File: src/rtl/fsm_seq_ctrl.sv
// Hardware sequencer for the 4-bit state FSM: pulses its reset, plays a latched
// w pattern one bit per step and counts step-end samples of z that hit a target.
module fsm_seq_ctrl #(
    parameter int MAX_LEN     = 16,
    parameter int LEN_W       = 5,
    parameter int STEP_CYCLES = 2,
    parameter int RST_CYCLES  = 2,
    parameter int CNT_W       = 5
) (
    input  logic               clk,
    input  logic               reset,
    input  logic               start,
    input  logic               abort,
    input  logic [MAX_LEN-1:0] pattern,
    input  logic [LEN_W-1:0]   length,
    input  logic [3:0]         target,
    input  logic [3:0]         z_in,
    output logic               w_out,
    output logic               fsm_reset,
    output logic               busy,
    output logic               done,
    output logic [CNT_W-1:0]   hit_count,
    output logic [3:0]         last_z,
    output logic [1:0]         state_dbg
);

    // Handshake: start is a one-cycle request honoured only in IDLE (it wins over
    // abort there); abort is honoured only outside IDLE; done is a one-cycle pulse.
    typedef enum logic [1:0] {IDLE, CLEAR, RUN, DONE} state_t;

    localparam int CMAX  = (RST_CYCLES > STEP_CYCLES) ? RST_CYCLES : STEP_CYCLES;
    localparam int CYC_W = (CMAX > 1) ? $clog2(CMAX) : 1;
    localparam logic [LEN_W-1:0] MAX_LEN_L = LEN_W'(MAX_LEN);
    localparam logic [CYC_W-1:0] RST_LAST  = CYC_W'(RST_CYCLES - 1);
    localparam logic [CYC_W-1:0] STEP_LAST = CYC_W'(STEP_CYCLES - 1);

    state_t             state, state_nxt;
    logic [MAX_LEN-1:0] pat_q;
    logic [LEN_W-1:0]   len_q;
    logic [3:0]         tgt_q;
    logic [LEN_W-1:0]   idx;
    logic [CYC_W-1:0]   cyc;
    logic               out_en;

    logic [LEN_W-1:0]   len_clamped;
    logic               step_end;
    logic               last_step;
    logic [MAX_LEN-1:0] pat_shift;

    assign len_clamped = (length > MAX_LEN_L) ? MAX_LEN_L : length;
    assign step_end    = (state == RUN) && (cyc == STEP_LAST);
    assign last_step   = (idx == len_q - LEN_W'(1));
    assign pat_shift   = pat_q >> idx;

    always_ff @(posedge clk or negedge reset) begin
        if (!reset) state <= IDLE;
        else        state <= state_nxt;
    end

    always_comb begin
        state_nxt = state;
        case (state)
            IDLE:  if (start) state_nxt = (len_clamped != '0) ? CLEAR : DONE;
            CLEAR: begin
                if (abort)                 state_nxt = IDLE;
                else if (cyc == RST_LAST)  state_nxt = RUN;
            end
            RUN: begin
                if (abort)                      state_nxt = IDLE;
                else if (step_end && last_step) state_nxt = DONE;
            end
            DONE:    state_nxt = IDLE;
            default: state_nxt = IDLE;
        endcase
    end

    // out_en keeps the FSM in reset while this block is in reset, without a
    // combinational path from the reset pin to fsm_reset.
    assign fsm_reset = out_en && (state != CLEAR);
    assign w_out     = (state == RUN) ? pat_shift[0] : 1'b0;
    assign busy      = (state != IDLE);
    assign done      = (state == DONE);
    assign state_dbg = state;

    always_ff @(posedge clk or negedge reset) begin
        if (!reset) begin
            out_en    <= 1'b0;
            pat_q     <= '0;
            len_q     <= '0;
            tgt_q     <= '0;
            idx       <= '0;
            cyc       <= '0;
            hit_count <= '0;
            last_z    <= '0;
        end else begin
            out_en <= 1'b1;
            case (state)
                IDLE: begin
                    if (start) begin
                        pat_q     <= pattern;
                        len_q     <= len_clamped;
                        tgt_q     <= target;
                        idx       <= '0;
                        cyc       <= '0;
                        hit_count <= '0;
                        last_z    <= '0;
                    end
                end
                CLEAR: begin
                    if (!abort) cyc <= (cyc == RST_LAST) ? '0 : cyc + CYC_W'(1);
                end
                RUN: begin
                    if (!abort) begin
                        if (step_end) begin
                            last_z <= z_in;
                            if (z_in == tgt_q && hit_count != '1)
                                hit_count <= hit_count + CNT_W'(1);
                            cyc <= '0;
                            idx <= idx + LEN_W'(1);
                        end else begin
                            cyc <= cyc + CYC_W'(1);
                        end
                    end
                end
                default: ;
            endcase
        end
    end

endmodule

File: config.mk
export PLATFORM = sky130hd
export DESIGN_NAME = fsm_seq_ctrl
export DESIGN_NICKNAME = d
export VERILOG_FILES = /design/src/rtl/fsm_seq_ctrl.sv
export SDC_FILE = /design/constraint.sdc
export NUM_CORES = 1
export LEC_CHECK = 0
export CORE_MARGIN = 5
export CORE_UTILIZATION = 54
export CTS_CLUSTER_SIZE = 25
export DETAILED_ROUTE_END_ITERATION = 10
export PLACE_DENSITY = 0.84
export SLEW_MARGIN = 30
export SYNTH_ARGS = -nofsm -noshare
export SYNTH_HDL_FRONTEND = slang
export SYNTH_SLANG_ARGS = --single-unit
File: constraint.sdc
create_clock -name clk -period 3.7 [get_ports clk]
set_input_delay 0.925 -clock clk [delete_from_list [all_inputs] [get_ports clk]]
set_output_delay 0.925 -clock clk [all_outputs]
set_load 0.02 [all_outputs]
==> run_results.csv <==
group,metric,value,unit
outcome,status,"finished clean",
power_and_ir_drop,ir_worst_vdd,0.3970,mV
power_and_ir_drop,power_density,664.4,nW/µm²
worst_setup_path,cp.required,2.77,ns
sta,setup_slack,0.1651,ns
die,die-width,74.28,µm
power_and_ir_drop,p_int,1228,µW
global_routing,overflow,0,
die,io_pins,48,
power_and_ir_drop,switching_share,0.3540,
clock_tree,cts_resized,0,
synthesis,yosys.area.top_type,"dfrtp_1",
clock_tree,cts_buffer_depth,2,
power_and_ir_drop,power.leakage,0.001218,µW
synthesis,ys_seq_elements,43,
sta,rsz0062_at_grt,"no",
finish,drive_above_1_share,0.08936,
power_and_ir_drop,pwr-share-clk,0.206,
drt,dr.pass1.iters,5,
clock_tree,hold_buffers,0,
worst_hold_path,worstHoldStart,"pat_q[14]$_DFFE_PN0P_",
sta,tightest_slew,0.6646,ns
drt,drtAntennaViolNets,0,
sta,setup_violations,0,
clock_tree,htree_levels,2,
die,rows,23,
power_and_ir_drop,pwr-share-seq,0.392,
worst_setup_path,crit_path_end_kind,"primary output",
synthesis,synth_edf_count,0,
power_and_ir_drop,power_frac_comb,0.402,
finish,antenna_cells,0,
place,place_congestion,0.7966,
finish,fillers,294,
drt,wl_per_cell,16.19,µm
synthesis,postSynthAreaPerCell,11.93,µm²
die,core-area,4000,µm²
place,dp_slack,0.4730,ns
clock_tree,cts.clk_slew.worst_paths,0.08,ns
synthesis,synth_area,2231,µm²
worst_setup_path,critPathLaunchType,"flip-flop",
drt,drcViolationCount,0,
die,initial_utilization,0.5577,
drt,routed_wirelength,4.615,mm
clock_tree,cts_setup_buffers,0,
worst_setup_path,cp.arrival,2.61,ns
sta,slew_viol_final,0,
finish,fin_nets,275,
synthesis,seq_area_frac_synth,0.4823,
sta,whs,0.4957,ns
place,hpwl,3.430,mm
sta,hold_viol_final,0,
global_routing,grt_first_pass_wirelength,7.803,mm
clock_tree,numCtsBuffers,5,
synthesis,yosys-top-cells-area,"dfrtp_1 (48%), mux2_1 (11%), mux4_2 (5.0%)",
sta,skew,0.01009,ns
global_routing,first_global_vias,1641,
finish,areaGrowthSynthToFinish,28.21,%
worst_setup_path,crit_path_max_fanout,8,
synthesis,synthCells,187,
drt,viasPerCell,5.467,
clock_tree,cts_root_buffer,"clkbuf_8",
clock_tree,clkLatencyLatePin,0.30,ns
sta,period_minus_slack,3.535,ns
worst_setup_path,r2r_slack,1.31,ns
die,die_h,74.28,µm
sta,period_share,0.9554,
clock_tree,cts.sinks,43,
place,portBuffers,47,
drt,drt-initial-drc-count,80,
worst_setup_path,timing.rr.start,"state_dbg[0]$_DFFE_PN0P_",
worst_hold_path,hold_path.class,"reg2reg",
global_routing,antenna_found_initial,0,
sta,fmax,282.9,MHz
clock_tree,cts_tree,"built",
synthesis,synth_top_area_frac,0.4823,
global_routing,grt_max_degree,44,
sta,max-slew-margin-rel,0.5559,
synthesis,ys.flop_type,"dfrtp_1",
synthesis,ys_types,39,
worst_setup_path,worstSetupStartpoint,"idx[0]$_DFFE_PN0P_",
power_and_ir_drop,p_switching,672.7,µW
global_routing,grtUsageTotal,0.1941,
drt,vias,1558,
sta,tns,0,ns
die,dieArea,5517,µm²
synthesis,yosysWarnings,0,
job,max-cap-violations,0,
worst_setup_path,critPathKind,"reg2out",
synthesis,async_flop_share,1.000,
synthesis,synth.net_count,228,
flip-flops by register name, indices dropped and copies added (netlist names):
register   count
pat_q         16
hit_count      5
idx            5
len_q          5
last_z         4
tgt_q          4
state_dbg      2
cyc            1
out_en         1
layout by cell type (no fill, tap or decap), types with 2 or more instances in the layout:
| cell type | n |
|---|---|
| clkdlybuf4s50_1 | 46 |
| xor2_1 | 10 |
| nor3_1 | 6 |
| nand2b_1 | 5 |
| ha_1 | 8 |
| a31oi_1 | 2 |
| nand2_1 | 10 |
| nor2_1 | 12 |
| nand4_1 | 3 |
| o211ai_1 | 5 |
| inv_1 | 7 |
| a21oi_1 | 4 |
| clkbuf_8 | 6 |
| mux4_2 | 5 |
| o21ai_0 | 2 |
| dfrtp_1 | 43 |
| xnor2_1 | 3 |
| a22o_1 | 5 |
| a211o_1 | 2 |
| o21ai_1 | 9 |
| mux2_1 | 21 |
| nor2b_1 | 3 |
path summary, 6_finish.rpt:
check,to,cells past startpoint
worst max-delay path,w_out,4
worst min-delay path,pat_q[14]$_DFFE_PN0P_,1
worst max register to register,hit_count[3]$_DFFE_PN0P_,7
worst min register to register,pat_q[14]$_DFFE_PN0P_,1
max in group asynchronous,hit_count[3]$_DFFE_PN0P_,1
min in group asynchronous,tgt_q[3]$_DFFE_PN0P_,1
layer usage:
layer	part of all wire	GRT usage	routed length, µm
met5	0	0	0
met4	0.015	0.07115	70
met3	0.035	0.05000	161
met2	0.52	0.3238	2398
met1	0.43	0.2454	1984
area by class of cell:
| class | count | area (µm²) | area share |
|---|---|---|---|
| Multi-Input combinational cell | 129 | 1086 | 0.3797 |
| Tap cell | 50 | 62.56 | 0.02187 |
| Clock inverter | 2 | 38.79 | 0.01356 |
| Sequential cell | 43 | 1076 | 0.3762 |
| Timing Repair Buffer | 48 | 488.0 | 0.1706 |
| Inverter | 7 | 26.28 | 0.009186 |
| Clock buffer | 6 | 82.58 | 0.02887 |
cells in the mapped netlist, types with 2 or more instances:
cell type and count:
xnor2_1 3, inv_1 7, a211o_1 2, mux2_1 21
o21ai_1 9, nor2_1 12, xor2_1 10, a31oi_1 2
buf_1 2, clkbuf_1 3, a22o_1 5, nor3_1 6
a21oi_1 4, o21ai_0 2, mux4_2 5, nor2b_1 3
dfrtp_1 43, nand4_1 3, nand2b_1 5, nand2_1 10
o211ai_1 5, ha_1 8
worst max-delay path: stages (launching register included):
cell and delay (ns):
dfrtp_1 0.57, mux4_2 0.56, mux4_2 0.47, and3b_1 0.17
clkdlybuf4s50_1 0.53
cell families after synthesis:
group / count (synthesis) / synth area share
DFF: 43 / 0.4823
and+or+nand+nor: 47 / 0.1144
adders and majority gates: 8 / 0.04487
AOI/OAI and AO/OA: 32 / 0.1088
xor gates and xnor gates: 13 / 0.05104
buffers and inverters: 15 / 0.03085
muxes: 28 / 0.1660
other: 1 / 0.001681
per-stage QoR:
| stage | std cells | total power, µW | instance area (µm²) | utilization |
|---|---|---|---|---|
| after floorplan | 187 | 1278 | 2231 | - |
| after global placement | 277 | 1488 | 2736 | 0.6841 |
| after detailed placement | 277 | 1528 | 2736 | 0.6841 |
| after CTS | 285 | 1919 | 2858 | 0.7144 |
| after global routing | 285 | 2040 | 2860 | 0.7150 |
| final | 285 | 1900 | 2860 | 0.7150 |
power groups by stage:
stage / logic (µW) / registers [µW] / clock network, µW
global placement: 741 / 747 / 0
global route: 845 / 773 / 423
CTS: 777 / 747 / 395
finish: 765 / 744 / 392
floorplan: 544 / 734 / 0
detailed placement: 772 / 756 / 0
(Power assumes the default switching activity.)
